[config.mk]
export PLATFORM = sky130hd
export DESIGN_NAME = copy_fork
export DESIGN_NICKNAME = d
export VERILOG_FILES = /design/src/rtl/copy_fork_pkg.sv /design/src/rtl/copy_fork_out.sv /design/src/rtl/copy_fork.sv
export SDC_FILE = /design/constraint.sdc
export NUM_CORES = 1
export LEC_CHECK = 0
export CORE_AREA = 8 8 45 47
export DETAILED_ROUTE_END_ITERATION = 8
export DIE_AREA = 0 0 53 55
export PLACE_DENSITY = 0.72
export REMOVE_ABC_BUFFERS = 1
export SYNTH_ARGS = -nofsm -noshare
export SYNTH_HDL_FRONTEND = slang
export SYNTH_HIERARCHICAL = 1
export SYNTH_SLANG_ARGS = --single-unit
[constraint.sdc]
create_clock -name clk -period 1.91 [get_ports clk]
set_input_delay 0.191 -clock clk [delete_from_list [all_inputs] [get_ports clk]]
set_output_delay 0.191 -clock clk [all_outputs]
set_load 0.1 [all_outputs]
[src/rtl/copy_fork_pkg.sv]
// Shared types and defaults for the copy_fork one-place 4-phase fork.
package copy_fork_pkg;

    localparam int DEFAULT_WIDTH = 4;

    typedef enum logic [1:0] {
        IDLE = 2'd0,
        REQ  = 2'd1,
        RTZ  = 2'd2
    } hs_state_t;

endpackage

[src/rtl/copy_fork_out.sv]
// One 4-phase output sender: IDLE -> REQ -> RTZ -> IDLE, req decoded from the state register.
module copy_fork_out
    import copy_fork_pkg::*;
(
    input  logic clk,
    input  logic rst_n,
    input  logic start,
    input  logic ack,
    output logic req,
    output logic idle
);

    hs_state_t state, state_nxt;

    // NOTE: sequential state uses non-blocking assignments so every flop samples pre-edge values.
    always_ff @(posedge clk or negedge rst_n) begin
        if (!rst_n) state <= IDLE;
        else        state <= state_nxt;
    end

    // NOTE: the default assignment first keeps this block free of inferred latches.
    always_comb begin
        state_nxt = state;
        unique case (state)
            IDLE:    if (start) state_nxt = REQ;
            REQ:     if (ack)   state_nxt = RTZ;
            RTZ:     if (!ack)  state_nxt = IDLE;
            default:            state_nxt = IDLE;
        endcase
    end

    // An ack seen in IDLE changes nothing; req is a pure state decode of a flop.
    assign req  = (state == REQ);
    assign idle = (state == IDLE);

endmodule

[src/rtl/copy_fork.sv]
// Clocked one-place fork: each L token is delivered once to R0 and once to R1 (4-phase, bundled data).
// Define COPY_FORK_ASSERT_EN to compile in simulation-only protocol assertions.
module copy_fork
    import copy_fork_pkg::*;
#(
    parameter int WIDTH = DEFAULT_WIDTH
) (
    input  logic             clk,
    input  logic             rst_n,
    input  logic             L_req,
    input  logic [WIDTH-1:0] L_data,
    output logic             L_ack,
    output logic             R0_req,
    output logic [WIDTH-1:0] R0_data,
    input  logic             R0_ack,
    output logic             R1_req,
    output logic [WIDTH-1:0] R1_data,
    input  logic             R1_ack
);

    logic             accept;
    logic             idle0;
    logic             idle1;
    logic [WIDTH-1:0] token_q;

    // One-place buffering: a new token waits until both senders are back in IDLE.
    assign accept = L_req && !L_ack && idle0 && idle1;

    // NOTE: the token register is reset so the data outputs are defined from the first cycle.
    always_ff @(posedge clk or negedge rst_n) begin
        if (!rst_n) begin
            L_ack   <= 1'b0;
            token_q <= '0;
        end else if (accept) begin
            L_ack   <= 1'b1;
            token_q <= L_data;
        end else if (!L_req) begin
            L_ack   <= 1'b0;
        end
    end

    copy_fork_out u_out0 (
        .clk   (clk),
        .rst_n (rst_n),
        .start (accept),
        .ack   (R0_ack),
        .req   (R0_req),
        .idle  (idle0)
    );

    copy_fork_out u_out1 (
        .clk   (clk),
        .rst_n (rst_n),
        .start (accept),
        .ack   (R1_ack),
        .req   (R1_req),
        .idle  (idle1)
    );

    assign R0_data = token_q;
    assign R1_data = token_q;

`ifdef COPY_FORK_ASSERT_EN
    a_l_data_stable: assert property (@(posedge clk) disable iff (!rst_n)
        (L_req && !L_ack) |=> (L_ack || !L_req || $stable(L_data)));

    a_l_req_held: assert property (@(posedge clk) disable iff (!rst_n)
        $fell(L_req) |-> $past(L_ack));

    a_r0_ack_rise: assert property (@(posedge clk) disable iff (!rst_n)
        $rose(R0_ack) |-> R0_req);

    a_r1_ack_rise: assert property (@(posedge clk) disable iff (!rst_n)
        $rose(R1_ack) |-> R1_req);

    a_l_ack_rtz: assert property (@(posedge clk) disable iff (!rst_n)
        (!L_req && $past(!L_req)) |-> !L_ack);
`else
`endif

endmodule

# ---- Word level (Yosys, flattened, before mapping)
# Index checks and enable logic that the tools add are counted.
dict set report classes {
  n_eq_ne 11
  muxes 9
  reduce_logical 8
}
# op count
set op_table {}
lappend op_table {{$pmux W2 S3} 2}
lappend op_table {{$mux W2} 5}
lappend op_table {{$ne A2 B2 Y1 const B} 4}
lappend op_table {{$ne A2 B1 Y1 const B} 3}
lappend op_table {{$reduce_and A3 Y1} 2}
lappend op_table {{$eq A2 B1 Y1 const B} 2}
lappend op_table {{$eq A2 B2 Y1 const B} 2}
lappend op_table {{$logic_not A2 Y1} 2}
lappend op_table {{$logic_and A1 B1 Y1} 3}
lappend op_table {{$mux W1} 2}
lappend op_table {{$logic_not A1 Y1} 1}
dict set report word_totals {
  register_bits 9
  inputBits 9
  output_inout_bits 11
  elab_cells 32
}

# ---- Longest topological paths before layout
dict set report logic_depth {
  ltp_word 6
  depth_mapped 5
  depth_no_buf 5
}

# ---- Modules after synthesis
# The synthesis kept the hierarchy.
# mod instances cells_per_inst area_each_um2 seq_area_each_um2
set by_module_without_submodules {}
lappend by_module_without_submodules {copy_fork 1 17 239.0 125.1}
lappend by_module_without_submodules {copy_fork_out 2 9 96.3 50.0}

# ---- Worst setup path before layout
# OpenSTA, ideal clock, no wires.
dict set report synth_timing {
  kind {flip-flop to flip-flop}
  from {register L_ack}
  to {register token_q[0], in the netlist R0_data[0]}
  setup_time_ns 0.126
  t_arrival_ns 1.560
  required_ns 1.784
  path_slack_ns 0.225
  stages_incl_launch_ff 3
  n_path_buf 0
  synth_period_minus_slack_ns 1.685
  cell_sequence {dfrtp_1 > nand4b_4 > mux2_2}
}
dict set report synth_between {
  elab_chain_len 4
}
# element line
set synth_lines {}
lappend synth_lines {{from (decl)} copy_fork.sv:12} ;# output logic L_ack,
lappend synth_lines {{from (signal assigned)} copy_fork.sv:32} ;# L_ack <= 1'b0;
lappend synth_lines {{from (signal assigned)} copy_fork.sv:35} ;# L_ack <= 1'b1;
lappend synth_lines {{from (signal assigned)} copy_fork.sv:38} ;# L_ack <= 1'b0;
lappend synth_lines {{$logic_not A1 Y1} copy_fork.sv:27} ;# assign accept = L_req && !L_ack && idle0 && idle1;
lappend synth_lines {{$logic_and A1 B1 Y1 (3 in a row)} copy_fork.sv:27}
lappend synth_lines {{to (signal assigned)} copy_fork.sv:36} ;# token_q <= L_data;
lappend synth_lines {{to (decl)} copy_fork.sv:24} ;# logic [WIDTH-1:0] token_q;
# Every way passes these cells.
# A chain may end at the register's enable or synchronous reset.

# ---- Worst setup path in the final report
dict set report layout_timing {
  from {register u_out0.state[1]}
  to {output R0_req}
}
dict set report layout_between {
  elab_chain_len 1
}
# element line
set layout_lines {}
lappend layout_lines {{from (decl)} copy_fork_out.sv:13} ;# hs_state_t state, state_nxt;
lappend layout_lines {{from (signal assigned)} copy_fork_out.sv:18} ;# else state <= state_nxt;
lappend layout_lines {{$eq A2 B1 Y1} copy_fork_out.sv:33} ;# assign req = (state == REQ);
lappend layout_lines {{to (decl)} copy_fork.sv:13} ;# output logic R0_req,
# Every way passes these cells.

==> results.ini <==
[run_status]
status = completed

[floorplan]
io_pins = 20
core_area_um2 = 1380
initial_core_util = 0.312
rows = 14
die-area_um2 = 2920
fp.dieH_um = 55
die-width_um = 53

[timing]
setup_slack_ns = 0.630
drv_slew = 0
layout_min_cycle_time_ns = 1.28
rsz0062_at_grt = false
fin_crit_sh = 0.670
max-slew-margin-rel = 0.751
hold_ws_ns = 0.221
tightest_slew_ns = 0.372
setup_viol = 0
fin_skew_ns = 0.00332
timing.fmax_ghz = 0.781
hold_viol = 0
finalSetupTns_ns = 0

[clocking]
postCtsSetupBuffers = 0
cts_tree = yes
cts-htree-levels = 1
cts_buffers = 3
hold_buffers = 0
root_buffer = clkbuf_4
cts.repair.resized = 0
cts.clk_slew.worst_paths_ns = 0.06
cts.sinks = 9
clockBufferDepth = 2
insertion_delay_ns = 0.25

[logic_synthesis]
async_flop_share = 1.00
synth.area.top_cells = dfrtp_1 (52%), mux2_2 (10%), buf_4 (7.0%), nand4b_4 (5.5%), and2b_2 (4.1%)
syn_area_per_cell_um2 = 12.3
yosysSeqAreaShare = 0.522
synth_top_area_frac = 0.522
synth_edf_count = 0
yosysWarnings = 6
synth.most_common_cell = dfrtp_1
ys_types = 13
yosysTopAreaCell = dfrtp_1
synth_area_um2 = 432
syn-instance-count = 35
ys_ff_latch = 9
synthTopCellsByCount = dfrtp_1 (9), buf_4 (4), mux2_2 (4)
synth-main-ff-cell = dfrtp_1

[grt]
grt_usage = 0.0655
grt_overflow_total = 0
grt_pass1_wl_um = 1430
grt_max_degree = 10
grt_pass1_vias = 386
antenna_found_initial = 0

[placement]
dp_hpwl_um = 702
pre_cts_ws_ns = 0.614
portBuffers = 19
routabilityCongestion = 0.733
placed_cells = 66

[routing]
post_drt_wl_per_cell_um = 11.1
antenna_left = 0
drt_iter0_markers = 3
drtPass1Iterations = 2
vias = 318
drc = 0
wirelength_um = 776
post_drt_via_cell_ratio = 4.54

[critical_path]
slowest_stage = dfrtp_1
setup.worst_path.class = reg -> out
worst-r2r-cell-count = 3
worstPathRequired_ns = 1.72
critPathMaxStageDelay_ns = 0.39
critPathCaptureType = output port
path_max_fanout = 4
critPathArrivalTime_ns = 1.09
crit_path_start_kind = flip-flop
crit_chain = and2b_1 > buf_12

[final_layout]
nFillCells = 135
layout.cells.non_filler = 70
area_growth_pct = 47.2
post_route_cells_drive_above_1_share = 0.389
multi_input_area_um2 = 173
register_area_um2 = 225
nNetsFinal = 64
num_antenna_cells = 0

[hold_path]
hold_class = in -> async

[job]
maxCapViolCount = 0

-- stage by stage --
step                      area, um^2  utilization
after detailed placement         609        0.440
after floorplan                  402            -
final                            636        0.459
after global placement           609        0.440
after global routing             636        0.459
after CTS                        636        0.459
-- cells by family after synthesis --
family          after synthesis  synth area share
flops                         9             0.522
buf+inv                       5            0.0783
compound gates                5            0.0695
simple gates                 12             0.226
mux                           4             0.104
-- per-layer routing --
metal / wire length [um] / share of wire / up-vias / track usage
met3: 58 / 0.075 / 0 / 0.0241
met5: 0 / 0 / - / 0
met2: 360 / 0.46 / 16 / 0.102
li1: - / - / 149 / -
met1: 357 / 0.46 / 153 / 0.0712
met4: 0 / 0 / 0 / 0.0517
-- sequential cells by signal, indices dropped and copies added, names as in the netlist --
register      cells
L_ack             1
R0_data           4
u_out0/state      2
u_out1/state      2
-- area by class of cell --
type | count | area share
Clock buffer | 4 | 0.0413
Tap cell | 16 | 0.0315
Inverter | 1 | 0.00591
Multi-Input combinational cell | 21 | 0.272
Timing Repair Buffer | 19 | 0.295
Sequential cell | 9 | 0.354
-- final timing paths --
| kind | slack, ns | start | endpoint |
|---|---|---|---|
| hold reg to reg | 0.46 | u_out0/state[1] | u_out0/state[0] |
| setup / recovery | 0.63 | u_out0/state[1] | R0_req |
| setup reg to reg | 0.69 | u_out1/state[0] | R0_data[1] |
| min in group clk | 0.46 | u_out0/state[1] | u_out0/state[0] |
| hold / removal | 0.22 | rst_n | u_out0/state[0] |
| max in group asynchronous | 1.42 | rst_n | L_ack |
-- layout by cell type, fill, tap and decap left out --
cell type,netlist,routed
nor2b_1,1,1
dfrtp_1,9,9
nor2_1,2,2
nand4b_4,1,1
clkbuf_4,0,3
inv_1,1,1
clkbuf_1,0,1
buf_4,4,9
a21oi_1,3,3
nand2b_1,2,2
and2b_2,2,2
mux2_2,4,4
buf_12,0,2
clkdlybuf4s50_1,0,8
or2b_1,2,2
o21a_1,2,2
and2b_1,2,2
-- critical path, delay by kind of cell, from the launching register on --
| family | cells | cell delay, ns |
|---|---|---|
| buffers and inverters | 1 | 0.18 |
| DFF | 1 | 0.39 |
| and+or+nand+nor | 1 | 0.26 |
Power is left out: the tool's default activity adds up to more than one toggle a clock period on the data nets, which glitch-free logic cannot reach.
